**src/rtl/cam_pkg.sv**
```systemverilog
// cam_pkg
// Shared types and constants for the camera source emulator.
//   state_t  : frame sequencer states
//   mode_t   : test pattern select
//   BAR      : RGB565 colours of the eight vertical bars, left to right
//   DEF_*    : default timing for a 640x480 RGB565 sensor
package cam_pkg;

    localparam int DEF_H_ACTIVE = 1280;
    localparam int DEF_H_BLANK  = 144;
    localparam int DEF_V_SYNC   = 3;
    localparam int DEF_V_BACK   = 17;
    localparam int DEF_V_ACTIVE = 480;
    localparam int DEF_V_FRONT  = 10;

    typedef enum logic [2:0] {
        IDLE   = 3'd0,
        SYNC   = 3'd1,
        BACK   = 3'd2,
        ACTIVE = 3'd3,
        FRONT  = 3'd4
    } state_t;

    typedef enum logic [1:0] {
        MODE_COUNT = 2'd0,
        MODE_GRID  = 2'd1,
        MODE_BARS  = 2'd2,
        MODE_ZERO  = 2'd3
    } mode_t;

    // white, yellow, cyan, green, magenta, red, blue, black
    localparam logic [15:0] BAR [8] = '{
        16'hFFFF, 16'hFFE0, 16'h07FF, 16'h07E0,
        16'hF81F, 16'hF800, 16'h001F, 16'h0000
    };

endpackage

```
**src/rtl/cam_pattern_gen.sv**
```systemverilog
// cam_pattern_gen
// Produces the pixel byte for the current bus position.
//   clk, rst_n : system clock, synchronous active-low reset
//   clear      : zero the frame byte counter (frame start)
//   tick       : pclk falling-edge strobe from the sequencer
//   active     : current position is an active byte (href high)
//   mode       : latched pattern select
//   a          : low bits of the active line index
//   c          : column counter
//   d          : pattern byte, 0 outside active bytes
module cam_pattern_gen
    import cam_pkg::*;
#(
    parameter int H_ACTIVE = DEF_H_ACTIVE,
    parameter int CW       = 11
) (
    input  logic          clk,
    input  logic          rst_n,
    input  logic          clear,
    input  logic          tick,
    input  logic          active,
    input  mode_t         mode,
    input  logic [3:0]    a,
    input  logic [CW-1:0] c,
    output logic [7:0]    d
);

    logic [7:0]  byte_cnt;
    logic [2:0]  bar_idx;
    logic [15:0] bar_rgb;
    logic [7:0]  pattern;

    // The byte counter advances when an active byte is retired, so the
    // first active byte of a frame shows 0.
    always_ff @(posedge clk) begin
        if (!rst_n) begin
            byte_cnt <= 8'h00;
        end else if (clear) begin
            byte_cnt <= 8'h00;
        end else if (tick && active) begin
            byte_cnt <= byte_cnt + 8'd1;
        end
    end

    // Bar width H_ACTIVE/8 is generally not a power of two, so the bar
    // index is found with threshold compares instead of a divider.
    always_comb begin
        bar_idx = 3'd0;
        for (int i = 1; i < 8; i++) begin
            if (c >= CW'(i * H_ACTIVE / 8)) begin
                bar_idx = 3'(i);
            end
        end
        bar_rgb = BAR[bar_idx];

        case (mode)
            MODE_COUNT: pattern = byte_cnt;
            MODE_GRID:  pattern = {a, c[3:0]};
            MODE_BARS:  pattern = c[0] ? bar_rgb[7:0] : bar_rgb[15:8];
            default:    pattern = 8'h00;
        endcase

        d = active ? pattern : 8'h00;
    end

endmodule

```
**src/rtl/camera_source_emulator.sv**
```systemverilog
// camera_source_emulator
// Synthesizable parallel-camera source: emits whole frames of a selectable
// test pattern on a pclk/vsync/href/d bus while enabled.
//   clk, rst_n  : system clock, synchronous active-low reset
//   enable      : frames are generated while high
//   mode        : pattern select, latched at each frame start
//   pclk        : pixel clock, clk/2 while busy, 0 when idle
//   vsync, href : frame sync and line valid, active high
//   d           : pixel byte
//   busy        : high from frame start to frame end
//   frame_done  : one-clk pulse after the last tick of a frame
module camera_source_emulator
    import cam_pkg::*;
#(
    parameter int H_ACTIVE = DEF_H_ACTIVE,
    parameter int H_BLANK  = DEF_H_BLANK,
    parameter int V_SYNC   = DEF_V_SYNC,
    parameter int V_BACK   = DEF_V_BACK,
    parameter int V_ACTIVE = DEF_V_ACTIVE,
    parameter int V_FRONT  = DEF_V_FRONT
) (
    input  logic       clk,
    input  logic       rst_n,
    input  logic       enable,
    input  logic [1:0] mode,
    output logic       pclk,
    output logic       vsync,
    output logic       href,
    output logic [7:0] d,
    output logic       busy,
    output logic       frame_done
);

    localparam int LINE_LEN = H_ACTIVE + H_BLANK;
    localparam int CW       = $clog2(LINE_LEN);
    localparam int LW_RAW   = $clog2(V_SYNC + V_BACK + V_ACTIVE + V_FRONT);
    localparam int LW       = (LW_RAW < 4) ? 4 : LW_RAW;

    localparam logic [CW-1:0] COL_LAST    = CW'(LINE_LEN - 1);
    localparam logic [CW-1:0] COL_ACTIVE  = CW'(H_ACTIVE);
    localparam logic [LW-1:0] SYNC_LAST   = LW'(V_SYNC - 1);
    localparam logic [LW-1:0] BACK_LAST   = LW'(V_BACK - 1);
    localparam logic [LW-1:0] ACTIVE_LAST = LW'(V_ACTIVE - 1);
    localparam logic [LW-1:0] FRONT_LAST  = LW'(V_FRONT - 1);

    state_t        state, state_d;
    logic [CW-1:0] col_cnt;
    logic [LW-1:0] line_cnt;
    mode_t         mode_q;
    logic          tick, line_end, last_line, frame_end, start, in_active;

    // A tick is the clk edge where pclk falls; everything the receiver
    // samples changes only there, so it is stable at the next pclk rise.
    always_comb begin
        tick     = (state != IDLE) && pclk;
        line_end = tick && (col_cnt == COL_LAST);
        case (state)
            SYNC:    last_line = (line_cnt == SYNC_LAST);
            BACK:    last_line = (line_cnt == BACK_LAST);
            ACTIVE:  last_line = (line_cnt == ACTIVE_LAST);
            FRONT:   last_line = (line_cnt == FRONT_LAST);
            default: last_line = 1'b0;
        endcase
        frame_end = (state == FRONT) && line_end && last_line;
        start     = enable && ((state == IDLE) || frame_end);
    end

    always_ff @(posedge clk) begin
        if (!rst_n) begin
            state <= IDLE;
        end else begin
            state <= state_d;
        end
    end

    always_comb begin
        state_d = state;
        case (state)
            IDLE:    if (enable)                state_d = SYNC;
            SYNC:    if (line_end && last_line) state_d = BACK;
            BACK:    if (line_end && last_line) state_d = ACTIVE;
            ACTIVE:  if (line_end && last_line) state_d = FRONT;
            FRONT:   if (line_end && last_line) state_d = enable ? SYNC : IDLE;
            default: state_d = IDLE;
        endcase
    end

    always_comb begin
        vsync     = (state == SYNC);
        in_active = (state == ACTIVE) && (col_cnt < COL_ACTIVE);
        href      = in_active;
        busy      = (state != IDLE);
    end

    // pclk stays low on the IDLE->SYNC edge, so the first toggle is a rise
    // and the first tick is the following falling edge.
    always_ff @(posedge clk) begin
        if (!rst_n) begin
            pclk <= 1'b0;
        end else if (state == IDLE) begin
            pclk <= 1'b0;
        end else begin
            pclk <= ~pclk;
        end
    end

    // line_cnt restarts at 0 whenever a line wrap also changes state.
    always_ff @(posedge clk) begin
        if (!rst_n) begin
            col_cnt  <= '0;
            line_cnt <= '0;
        end else if (tick) begin
            if (col_cnt == COL_LAST) begin
                col_cnt  <= '0;
                line_cnt <= (state_d != state) ? '0 : line_cnt + LW'(1);
            end else begin
                col_cnt <= col_cnt + CW'(1);
            end
        end
    end

    always_ff @(posedge clk) begin
        if (!rst_n) begin
            mode_q     <= MODE_COUNT;
            frame_done <= 1'b0;
        end else begin
            if (start) begin
                mode_q <= mode_t'(mode);
            end
            frame_done <= frame_end;
        end
    end

    cam_pattern_gen #(
        .H_ACTIVE (H_ACTIVE),
        .CW       (CW)
    ) u_pattern (
        .clk    (clk),
        .rst_n  (rst_n),
        .clear  (start),
        .tick   (tick),
        .active (in_active),
        .mode   (mode_q),
        .a      (line_cnt[3:0]),
        .c      (col_cnt),
        .d      (d)
    );

endmodule

```
**config.mk**
```make
export PLATFORM = sky130hd
export DESIGN_NAME = camera_source_emulator
export DESIGN_NICKNAME = d
export VERILOG_FILES = /design/src/rtl/cam_pkg.sv /design/src/rtl/cam_pattern_gen.sv /design/src/rtl/camera_source_emulator.sv
export SDC_FILE = /design/constraint.sdc
export NUM_CORES = 1
export LEC_CHECK = 0
export CAP_MARGIN = 10
export CORE_MARGIN = 4
export CORE_UTILIZATION = 57
export CTS_CLUSTER_DIAMETER = 150
export DETAILED_ROUTE_END_ITERATION = 8
export PLACE_DENSITY = 0.79
export SYNTH_ARGS = -nofsm -noshare
export SYNTH_HDL_FRONTEND = slang
export SYNTH_SLANG_ARGS = --single-unit
```
**constraint.sdc**
```tcl
create_clock -name clk -period 3.1 [get_ports clk]
set_input_delay 0.775 -clock clk [delete_from_list [all_inputs] [get_ports clk]]
set_output_delay 0.775 -clock clk [all_outputs]
set_load 0.1 [all_outputs]
```
==> out/metrics.cfg <==
[placement]
placed_area_um2=2370
dp_cells=301
detailed_place_hpwl_mm=3.13
portBuffers=17
finalWeightedCongestion=0.878

[yosys]
async_reset_ff_share_pct=0
synth-compound-area-share_pct=13.0
synth_edf_count=0
synth.distinct_cells=52
synth_area_per_cell_um2=8.52
synth.net_count=254
synthXorXnorAreaFrac_pct=10.5
synth_top_family_by_area=simple AND/OR/NAND/NOR gates
synth_seq_cells=35
synth_flop_cell=dfxtp_1
seq_area_frac_synth_pct=33.6
yosys.area_share.simple_pct=29.9
ys_warn_count=0
yosys.area_share.adder_pct=2.40
syn_area_um2=2090
synth_mux_area_share_pct=6.53
synthCells=245

[cts]
cts_tree=yes
cts_buffers=5
cts_max_level=2
clk_pin_slew_worst_paths_ns=0.07
clock_path_buffers=2
cts_root_buf=clkbuf_8
cts_hold_buf=0
clk-insertion-delay-late_ns=0.28
cts_post_setup_buffers_inserted=0
cts_sinks=35

[sta]
maxSlewHeadroom_pct=67.7
clock_skew_ns=0.00662
setup_viol=0
period_needed_ns=3.00
period_share_pct=96.9
worst_slew_pin_slew_ns=0.481
setup_tns_ns=0
fmax_mhz=333
slew_violations=0
hold_viol=0
rsz0062_at_grt=yes

[floorplan]
coreArea_um2=3440
start_util_pct=60.7
dieHeight_um=68.5
num_io_pins=18
die_w_um=68.5
rows=21
dieArea_um2=4700

[global_route]
track_usage_pct=20.3
antenna_found_initial=0
grt_max_degree=12
grt_first_pass_wirelength_mm=7.11
overflow=0
grt_pass1_vias=1602

[final_layout]
layout_common_cells=nor2_1 (34), dfxtp_1 (32), nand2_1 (25)
final_common_cell=nor2_1
instances_no_fill=309
area_delta_synth_final_pct=18.0
nets=271
antenna-diode-count=0
final_area_um2=2460
drive_gt1_share_pct=22.1
nFillCells=280

[critical_path]
max_stage_delay_ns=0.48
cpMaxStageDelayCell=mux4_2
cp_top_family=multiplexers
worst_ep_arrival_time_ns=2.23
start_kind=register
path_cells=or3b_4 -> mux4_2 -> a21oi_2 -> o211ai_1 -> o21ai_2 -> buf_12
required_ns=2.32
endpoint_kind=output pin
crit_fanout=7
critPathBufInv=1
critPathKind=reg2out

[flow_run]
drv_cap=0

[power_and_ir_drop]
p_leak_uw=0.000943
vdd.ir_drop.worst_uv=328
cellPowerDensity_nw_per_um2=340

[route]
vias=1723
wire_per_inst_um=13.7
drt_pre_antenna_iters=4
first_iter_violations=120
vias_per_cell=5.58
route.detailed.drc=0
routed_wl_mm=4.23
ant_nets=0

[status]
outcome=completed

[min_path]
holdCritPathClass=reg2reg

## report_power, final
group          total [uW]  internal [uW]  leakage (uW)  switching, uW
clock network         314            158     0.0000422            156
logic                61.0           19.8      0.000616           41.3
registers             462            452      0.000284           9.67
total                 837            630      0.000943            207
## registers in the layout, summed over array words and instances, names as in the netlist
| signal | count |
|---|---|
| col_cnt | 11 |
| line_cnt | 9 |
| u_pattern.byte_cnt | 8 |
| state | 3 |
| mode_q | 2 |
| frame_done | 1 |
| pclk | 1 |
## what timing repair did
item	in CTS	in global routing
cloned	0	0
endpoints found under the setup margin	2	8
pin swaps	1	2
resized for setup	0	7
## Yosys cell counts, types with 2 or more instances
cell type  number  area share, %
mux2_2          2            1.1
or3_1           3           0.90
buf_6           3            1.6
nand2_1        25            4.5
xnor2_1        12            5.0
nor3_2          2           0.96
o21a_1          5            1.8
nor2b_1         3           0.90
nand4_1         8            2.4
nor3b_1         2           0.72
dfxtp_1        35             34
a21boi_0        2           0.72
a21o_1          3            1.1
clkbuf_1        6            1.1
mux2i_1         8            3.8
nor2_2          8            2.4
xor2_1         13            5.5
or2_2           3           0.90
o21ai_0         8            1.9
a32o_1          2           0.96
a21oi_1         5            1.2
nor2_1         35            6.3
inv_1           6            1.1
nand3_1         7            1.7
and3_1          4            1.2
ha_1            4            2.4
nor3_1          6            1.4
## path summary, 6_finish.rpt
| check | start | endpoint | slack (ns) | depth (start not counted) |
|---|---|---|---|---|
| worst max-delay path | col_cnt[8]$_SDFFE_PN0P_ | d[1] | 0.1 | 6 |
| worst min-delay path | u_pattern.byte_cnt[7]$_SDFFE_PP0P_ | u_pattern.byte_cnt[7]$_SDFFE_PP0P_ | 0.53 | 2 |
| worst max register to register | state[0]$_SDFF_PN0_ | u_pattern.byte_cnt[4]$_SDFFE_PP0P_ | 0.64 | 6 |
| worst min register to register | u_pattern.byte_cnt[7]$_SDFFE_PP0P_ | u_pattern.byte_cnt[7]$_SDFFE_PP0P_ | 0.53 | 2 |
## worst min-delay path, cell delays in order, from the launching register on
cell and delay (ns):
dfxtp_1 0.35, xor2_1 0.09, nor2_2 0.06
## area by class of cell
type                            count  area [um2]  area share, %
Multi-Input combinational cell    194        1340           54.2
Sequential cell                    35         707           28.7
Timing Repair Buffer               20         260           10.6
Clock buffer                        7        76.3           3.10
Tap cell                           46        57.6           2.34
Inverter                            6        22.5          0.914
Clock inverter                      1        5.00          0.203
## cells by family (layout without fill, tap and decap cells)
| kind of cell | after synthesis | in the layout |
|---|---|---|
| multiplexers | 12 | 12 |
| buffers and inverters | 16 | 34 |
| AO/OA/AOI/OAI | 35 | 35 |
| flip-flops | 35 | 35 |
| AND/OR/NAND/NOR | 118 | 118 |
| XOR/XNOR | 25 | 25 |
| adder cells (fa/ha/maj) | 4 | 4 |
## layer usage
layer / up-vias / track usage, % / part of all wire (%)
met5: - / 0 / 0
met2: 28 / 32.8 / 48
met4: 0 / 8.68 / 0.90
met1: 805 / 25.6 / 47
met3: 4 / 4.86 / 3.2
li1: 886 / - / -
## stage by stage
stage / power [uW] / setup WS [ns] / hold slack [ns] / utilization (%)
floorplan: 522 / 0.141 / 0.483 / -
global placement: 533 / 0.349 / 0.516 / 68.8
detailed placement: 534 / 0.318 / 0.514 / 68.8
CTS: 849 / 0.00959 / 0.537 / 71.2
global route: 873 / -0.0209 / 0.561 / 71.6
finish: 837 / 0.0967 / 0.534 / 71.6
No activity file was read; power rests on OpenSTA's default activity.
